`src/rtl/sync_fifo_pkg.sv`:
```
// Shared constants and helpers for the single-clock FIFO.
// Provides default geometry and the occupancy-counter width function.
// No logic; imported by sync_fifo and sync_fifo_mem.
package sync_fifo_pkg;

    localparam int DEFAULT_DATA_W = 8;
    localparam int DEFAULT_DEPTH  = 16;

    // The occupancy counter must represent 0..DEPTH inclusive, so it needs
    // one bit more than the pointers.
    function automatic int count_width(input int depth);
        return $clog2(depth) + 1;
    endfunction

endpackage

```
`src/rtl/sync_fifo_mem.sv`:
```
// DEPTH x DATA_W storage array with one write port and one registered read port.
// Latency: write lands on the clock edge; read data appears one edge after rd_en.
// Backpressure: none here; the caller only issues accepted reads and writes.
//
// Ports:
//   clk      rising-edge clock
//   rst      synchronous active-low reset (clears the read register only)
//   wr_en    write strobe, already qualified by the caller
//   wr_addr  write address
//   wr_data  write word
//   rd_en    read strobe, already qualified by the caller
//   rd_addr  read address
//   rd_data  registered read word; holds its value when rd_en is low
module sync_fifo_mem
    import sync_fifo_pkg::*;
#(
    parameter int DATA_W = DEFAULT_DATA_W,
    parameter int DEPTH  = DEFAULT_DEPTH,
    parameter int ADDR_W = $clog2(DEPTH)
) (
    input  logic              clk,
    input  logic              rst,
    input  logic              wr_en,
    input  logic [ADDR_W-1:0] wr_addr,
    input  logic [DATA_W-1:0] wr_data,
    input  logic              rd_en,
    input  logic [ADDR_W-1:0] rd_addr,
    output logic [DATA_W-1:0] rd_data
);

    logic [DATA_W-1:0] mem_q [DEPTH];
    logic [DATA_W-1:0] rd_data_d;
    logic [DATA_W-1:0] rd_data_q;

    // Storage is deliberately not reset.
    always_ff @(posedge clk) begin
        if (wr_en) begin
            mem_q[wr_addr] <= wr_data;
        end
    end

    // Reading the pre-edge array contents means a same-address read and
    // write (FIFO full, both sides active) returns the old, oldest word.
    always_comb begin
        rd_data_d = rd_data_q;
        if (rd_en) begin
            rd_data_d = mem_q[rd_addr];
        end
    end

    always_ff @(posedge clk) begin
        if (!rst) begin
            rd_data_q <= '0;
        end else begin
            rd_data_q <= rd_data_d;
        end
    end

    assign rd_data = rd_data_q;

endmodule

```
`src/rtl/sync_fifo.sv`:
```
// Single-clock FIFO between a producer and a consumer in one clock domain.
// Latency: rd_data/rd_valid register one edge after an accepted rd_en.
// Backpressure: full blocks writes unless a read frees a slot that cycle; empty blocks reads.
//
// Ports:
//   clk       rising-edge clock
//   rst       synchronous active-low reset
//   wr_data   word to enqueue
//   wr_en     write request
//   rd_en     read request
//   full      FIFO holds DEPTH entries (registered)
//   empty     FIFO holds 0 entries (registered)
//   rd_data   registered dequeued word
//   rd_valid  one-cycle pulse qualifying rd_data
//   overflow  sticky: a write was dropped      (only with SYNC_FIFO_STATUS_EN)
//   underflow sticky: a read hit an empty FIFO (only with SYNC_FIFO_STATUS_EN)
module sync_fifo
    import sync_fifo_pkg::*;
#(
    parameter int DATA_W = DEFAULT_DATA_W,
    parameter int DEPTH  = DEFAULT_DEPTH
) (
    input  logic              clk,
    input  logic              rst,
    input  logic [DATA_W-1:0] wr_data,
    input  logic              wr_en,
    input  logic              rd_en,
    output logic              full,
    output logic              empty,
    output logic [DATA_W-1:0] rd_data,
    output logic              rd_valid
`ifdef SYNC_FIFO_STATUS_EN
    ,
    output logic              overflow,
    output logic              underflow
`endif
);

    localparam int ADDR_W = $clog2(DEPTH);
    localparam int CNT_W  = count_width(DEPTH);

    // Natural pointer wrap relies on a power-of-two depth.
    if (DEPTH < 2 || (DEPTH & (DEPTH - 1)) != 0) begin : g_bad_depth
        $error("sync_fifo: DEPTH must be a power of two and at least 2");
    end

    logic [ADDR_W-1:0] wr_ptr_d,   wr_ptr_q;
    logic [ADDR_W-1:0] rd_ptr_d,   rd_ptr_q;
    logic [CNT_W-1:0]  count_d,    count_q;
    logic              full_d,     full_q;
    logic              empty_d,    empty_q;
    logic              rd_valid_d, rd_valid_q;
    logic              wr_acc;
    logic              rd_acc;

    always_comb begin
        // Acceptance depends only on registered flags, so wr_data X can
        // never reach the flags and there is no comb path to full/empty.
        rd_acc     = rd_en & ~empty_q;
        wr_acc     = wr_en & (~full_q | rd_acc);

        wr_ptr_d   = wr_ptr_q;
        rd_ptr_d   = rd_ptr_q;
        count_d    = count_q;
        rd_valid_d = rd_acc;

        if (wr_acc) begin
            wr_ptr_d = wr_ptr_q + ADDR_W'(1);
        end
        if (rd_acc) begin
            rd_ptr_d = rd_ptr_q + ADDR_W'(1);
        end

        unique case ({wr_acc, rd_acc})
            2'b10:   count_d = count_q + CNT_W'(1);
            2'b01:   count_d = count_q - CNT_W'(1);
            default: count_d = count_q;
        endcase

        // Flags are decoded from the next count and registered alongside it.
        full_d  = (count_d == CNT_W'(DEPTH));
        empty_d = (count_d == '0);
    end

    always_ff @(posedge clk) begin
        if (!rst) begin
            wr_ptr_q   <= '0;
            rd_ptr_q   <= '0;
            count_q    <= '0;
            full_q     <= 1'b0;
            empty_q    <= 1'b1;
            rd_valid_q <= 1'b0;
        end else begin
            wr_ptr_q   <= wr_ptr_d;
            rd_ptr_q   <= rd_ptr_d;
            count_q    <= count_d;
            full_q     <= full_d;
            empty_q    <= empty_d;
            rd_valid_q <= rd_valid_d;
        end
    end

    // Writes are suppressed during reset so the reset cycle's inputs are
    // fully ignored; read register reset is handled inside the memory.
    sync_fifo_mem #(
        .DATA_W (DATA_W),
        .DEPTH  (DEPTH),
        .ADDR_W (ADDR_W)
    ) u_mem (
        .clk     (clk),
        .rst     (rst),
        .wr_en   (wr_acc & rst),
        .wr_addr (wr_ptr_q),
        .wr_data (wr_data),
        .rd_en   (rd_acc & rst),
        .rd_addr (rd_ptr_q),
        .rd_data (rd_data)
    );

    assign full     = full_q;
    assign empty    = empty_q;
    assign rd_valid = rd_valid_q;

`ifdef SYNC_FIFO_STATUS_EN
    logic overflow_d,  overflow_q;
    logic underflow_d, underflow_q;

    // Sticky error flags; only reset clears them.
    always_comb begin
        overflow_d  = overflow_q  | (wr_en & full_q & ~rd_acc);
        underflow_d = underflow_q | (rd_en & empty_q);
    end

    always_ff @(posedge clk) begin
        if (!rst) begin
            overflow_q  <= 1'b0;
            underflow_q <= 1'b0;
        end else begin
            overflow_q  <= overflow_d;
            underflow_q <= underflow_d;
        end
    end

    assign overflow  = overflow_q;
    assign underflow = underflow_q;
`endif

endmodule

```
`config.mk`:
```
export PLATFORM = sky130hd
export DESIGN_NAME = sync_fifo
export DESIGN_NICKNAME = d
export VERILOG_FILES = /design/src/rtl/sync_fifo_pkg.sv /design/src/rtl/sync_fifo_mem.sv /design/src/rtl/sync_fifo.sv
export SDC_FILE = /design/constraint.sdc
export NUM_CORES = 1
export LEC_CHECK = 0
export CAP_MARGIN = 20
export CORE_MARGIN = 3
export CORE_UTILIZATION = 54
export DETAILED_ROUTE_END_ITERATION = 7
export MAX_ROUTING_LAYER = met4
export PLACE_DENSITY = 0.75
export SYNTH_ARGS = -nofsm -noshare
export SYNTH_HDL_FRONTEND = slang
export SYNTH_SLANG_ARGS = --single-unit
```
`constraint.sdc`:
```
create_clock -name clk -period 2.75 [get_ports clk]
set_input_delay 0.55 -clock clk [delete_from_list [all_inputs] [get_ports clk]]
set_output_delay 0.55 -clock clk [all_outputs]
set_load 0.05 [all_outputs]
```
======== Word-level counts from Yosys, hierarchy flattened ========
Memories as Yosys holds them, arrays and structs flattened. A register that Yosys moved wholly into a read port is not among the register bits.
Cells that the tools add are included.
word-level totals
  register bits ........................... 16
  bits in writable memories ............... 128
  input port bits ......................... 12
  output and inout port bits .............. 11
  word-level logic and storage cells ...... 26
  memories ................................ 1
memory list
  name         words  width  rd ports  clocked after Yosys merged registers in  write ports  RTL line             RTL
  u_mem.mem_q  16     8      1         1                                        1            sync_fifo_mem.sv:31  logic [DATA_W-1:0] mem_q [DEPTH];
cells by class
  add/subtract/negate cells ............... 4
  eq/ne operators ......................... 3
  muxes and demuxes ....................... 3
  bitwise logic cells ..................... 7
  reduce and logical (&&, ||, !) cells .... 2
operators with widths
  operator             number
  $pmux 5 s2           1
  $add 4x1->4 const B  2
  $add 5x1->5 const B  1
  $eq 5x5->1 const B   1
  $logic_not 5->1      1
  $sub 5x1->5 const B  1
  $and 1x1->1          4
  $eq 2x1->1 const B   1
  $eq 2x2->1 const B   1
  $mux 1               2
  $not 1->1            2
  $logic_not 1->1      1
  $or 1x1->1           1

======== Depth between registers and ports, before layout ========
  depth in word-level cells ............... 7
  depth in mapped cells ................... 11
  gate-level depth less buffers ........... 11

======== Hierarchy ========
A second synthesis with hierarchy kept.
second synthesis, totals
  cell total of the unflattened synthesis .. 409
  area total of the unflattened synthesis .. 6,174.7 um^2
modules (own cells, without submodules)
  module         instances  cells an instance  area each (um^2)  seq. area each (um^2)
  sync_fifo_mem  1          318                5,351.4           4,003.8
  sync_fifo      1          91                 823.3             320.3

======== Worst setup path before layout ========
OpenSTA, ideal clock, no wires.
  path type ............................... register to register
  from .................................... register empty_q (netlist: empty)
  to ...................................... register full_q (netlist: full)
  library setup time ...................... 0.096 ns
  arrival ................................. 2.770 ns
  required time ........................... 2.654 ns
  slack ................................... -0.116 ns
  stages on the path, launching flop included .. 12
  buffers on the path ..................... 0
  period minus slack after synthesis ...... 2.866 ns
  path through ............................ dfxtp_1 nand2b_1 a21boi_1 inv_1 ha_1 xor2_1 ha_1 a21oi_1 mux2i_1 xnor2_1 nand2_1 nor4b_1
on the way
  cells in the longest elaborated chain, start to end .. 7
  elaborated cells on any way between the ends .. 8
  those cells by class .................... 3 x eq/ne; 1 x mux; 4 x bitwise
ends and longest elaborated chain
  element                                   RTL line         RTL
  start, declared                           sync_fifo.sv:51  logic empty_d, empty_q;
  start signal, assigned                    sync_fifo.sv:98  empty_q <= empty_d;
  $not 1->1 *                               sync_fifo.sv:59  rd_acc = rd_en & ~empty_q;
  $and 1x1->1 *                             sync_fifo.sv:59
  $or 1x1->1                                sync_fifo.sv:60  wr_acc = wr_en & (~full_q | rd_acc);
  $and 1x1->1                               sync_fifo.sv:60
  $eq 2x1->1 or $eq 2x2->1 (tied branches)  sync_fifo.sv:74  unique case ({wr_acc, rd_acc})
  $pmux 5 s2 *                              sync_fifo.sv:74
  $eq 5x5->1 *                              sync_fifo.sv:81  full_d = (count_d == CNT_W'(DEPTH));
  end signal, assigned                      sync_fifo.sv:97  full_q <= full_d;
  end, declared                             sync_fifo.sv:50  logic full_d, full_q;
Mark *: on every way between the ends. The rest lies on a longest branch, timed or not.
A chain may end at the register's enable or synchronous reset.

======== Worst setup path after layout ========
  from .................................... input rd_en
  to ...................................... register full_q (netlist: full)
on the way
  cells in the longest elaborated chain, start to end .. 6
  elaborated cells on any way between the ends .. 7
  those cells by class .................... 3 x eq/ne; 1 x mux; 3 x bitwise
ends and longest elaborated chain
  element                                   RTL line         RTL
  start, declared                           sync_fifo.sv:27  input logic rd_en,
  $and 1x1->1 *                             sync_fifo.sv:59
  $or 1x1->1                                sync_fifo.sv:60
  $and 1x1->1                               sync_fifo.sv:60
  $eq 2x1->1 or $eq 2x2->1 (tied branches)  sync_fifo.sv:74
  $pmux 5 s2 *                              sync_fifo.sv:74
  $eq 5x5->1 *                              sync_fifo.sv:81
Marks and branches as above.

==> reports/metrics.cfg <==
[outcome]
status = complete, no violations

[setup_path]
path_depth = 12
worst_setup_path_end_kind = flop
rrSetupSlack_ps = 310
critical_path.top_delay_family = buffers and inverters
cp_cell_sequence = clkdlybuf4s50_1 -> nand2b_1 -> a21boi_2 -> inv_1 -> ha_1 -> xor2_1 -> ha_1 -> a21oi_1 -> mux2i_1 -> xnor2_1 -> nand2_1 -> nor4b_1
cp-startpoint = rd_en
critPathLaunchType = input pin
cp_data_required_time_ps = 3160
regToRegStartpoint = empty
cp-endpoint = full
crit_fanout = 3
timing.critical_path.mode_cell = ha_1
worstPathArrival_ps = 2950
ff2ff_path_depth = 11
crit_buf_inv = 2
regToRegEndpoint = full
crit_type = in -> reg
cpPeakStageDelay_ps = 450
cp_slowest_cell = clkdlybuf4s50_1

[worst_hold_path]
hold_class = reg -> reg
hold_depth = 1

[clock_network]
cts_tree = built
cts_sinks = 152
root_buffer = clkbuf_8
clk_pin_slew_ps = 60
clk_path_buf_depth = 2
cts_setup_buffers = 0
cts_resized = 0
ctsHoldBuffers = 0
cts_buffers = 17
htree_levels = 4
insertion_delay_ps = 520

[drt]
vias = 3186
wirelength_mm = 11.66
drtIter0Drc = 323
via_per_inst = 5.911
drc_errors = 0
wl_per_cell_um = 21.63
first_pass_iters = 5
antenna_left = 0

[place]
place_congestion = 0.7375
dp_cells = 507
hpwlAfterDp_mm = 7.380
portBuffers = 22

[pwr]
finalPower_uw = 5413
ir_drop_uv = 512.7
p_seq_share_pct = 48.0
power_frac_comb_pct = 12.4
power_switching_uw = 1322
power.share.clock_pct = 39.6
power_density_mw_per_mm2 = 767.0
cellLeakagePower_uw = 0.002353
cellInternalPower_uw = 4091
p_sw_share_pct = 24.43

[yosys]
async_reset_ff_share_pct = 0
ys_ff_latch = 152
synth_warnings = 0
yosys.area.top_type_share_pct = 64.08
synth.avg_cell_area_um2 = 17.64
synth-edff-count = 128
synth_most_common_cell = edfxtp_1
yosysSeqAreaShare_pct = 72.09
syn_area_mm2 = 0.005998
synth_nets = 360
synth-main-ff-cell = edfxtp_1
postSynthCellCount = 340
ys_top_cells_by_count = edfxtp_1, mux4_2, nor2_1, dfxtp_1, a22oi_1
synthDistinctLibCells = 37
yosysTopAreaCell = edfxtp_1
synth_area_leaders = edfxtp_1, mux4_2, dfxtp_1

[cells_and_area]
antenna_cells = 0
regArea_mm2 = 0.004327
area_growth_pct = 17.65
drive_above_1_share_pct = 23.57
multiInputGateArea_mm2 = 0.001555
nets = 410
instances_no_fill = 539
fillers = 701

[timing]
drv_slew = 0
hold_ws_ps = 475.5
fmax_mhz = 394.9
slew_headroom_pct = 49.13
worst-slew-pin-transition_ps = 761.5
rsz0062_at_grt = no
finalClockSkew_ps = 10.19
final_hold_viol_count = 0
setup-violations-final = 0
setup_tns_ps = 0
min_period_ps = 2533
min_period_over_period_pct = 92.09

[grt]
antenna_found_initial = 0
grt_pass1_vias = 3308
grt_util_all_layers_pct = 20.80
grt_first_pass_wirelength_mm = 18.62
grt-ovfl-total = 0
grt_max_degree = 36

[floorplanning]
ios = 23
die_y_um = 111.4
std_cell_rows = 37
start_util_pct = 56.83
die_w_um = 111.4
fp.coreArea_mm2 = 0.01056
fp.dieArea_mm2 = 0.01241

[flow_run]
max_cap_violations = 0

## registers in the layout, summed over array words and instances, names as in the netlist
| signal | flops |
|---|---|
| count_q | 5 |
| empty | 1 |
| full | 1 |
| rd_ptr_q | 4 |
| rd_valid | 1 |
| u_mem.mem_q | 128 |
| u_mem.rd_data | 8 |
| wr_ptr_q | 4 |
## cell usage in the layout (no fill, tap or decap), types with 6 or more instances in the layout
cell             count
nand2_1              8
nand2b_1             6
dfxtp_1             22
clkdlybuf4s50_1     22
ha_1                 8
mux4_2              32
buf_4               25
a22oi_1             16
clkbuf_16           16
nor2_1              29
a21oi_1             12
edfxtp_1           128
inv_1                7
## metal layers
metal	up-vias	global-route usage (%)	wire, um
met5	-	-	0
met4	0	7.299	194
met3	17	5.761	788
met2	110	30.24	5526
met1	1617	28.75	5149
li1	1442	-	-
## how the worst min path moves through the flow
stage	startpoint	end
2_1_floorplan	rd_ptr_q[3]	rd_ptr_q[3]
3_3_place_gp	u_mem.rd_data[0]	u_mem.rd_data[0]
3_5_place_dp	u_mem.rd_data[7]	u_mem.rd_data[7]
4_1_cts	u_mem.rd_data[0]	u_mem.rd_data[0]
5_1_grt	u_mem.rd_data[6]	u_mem.rd_data[6]
6_report	u_mem.rd_data[0]	u_mem.rd_data[0]
## layout make-up
cell class	count	area share, %
timing repair buffer	48	6.064
clock inverter	13	1.631
multi-input combinational	163	22.04
clock buffer	19	6.117
tap	136	2.411
inverter	8	0.4255
sequential	152	61.31
## logic make-up (layout without fill, tap and decap cells)
| kind of cell | Yosys count | in the layout | share of synthesized area (%) |
|---|---|---|---|
| flip-flops | 152 | 152 | 72.09 |
| AND/OR/NAND/NOR | 65 | 65 | 5.069 |
| AO/OA/AOI/OAI | 46 | 46 | 5.320 |
| multiplexers | 34 | 34 | 12.35 |
| buffers and inverters | 25 | 88 | 2.044 |
| XOR/XNOR | 10 | 10 | 1.460 |
| adder cells (fa/ha/maj) | 8 | 8 | 1.669 |
## power by group through the flow
| stage | sequential (uW) | combinational, uW | clock (uW) |
|---|---|---|---|
| 5_1_grt | 2610 | 726 | 2290 |
| 2_1_floorplan | 2710 | 404 | 0 |
| 6_report | 2600 | 669 | 2140 |
| 4_1_cts | 2600 | 675 | 2170 |
| 3_5_place_dp | 2650 | 671 | 0 |
| 3_3_place_gp | 2640 | 660 | 0 |
## metrics by stage
step | setup slack [ps] | utilization, % | instance area (um2)
2_1_floorplan | 137.1 | - | 6003
3_3_place_gp | -143.4 | 61.68 | 6510
3_5_place_dp | -227.5 | 61.68 | 6510
4_1_cts | 283.8 | 66.86 | 7057
5_1_grt | 74.69 | 66.86 | 7057
6_report | 217.4 | 66.86 | 7057
No activity file was read; power rests on OpenSTA's default activity.
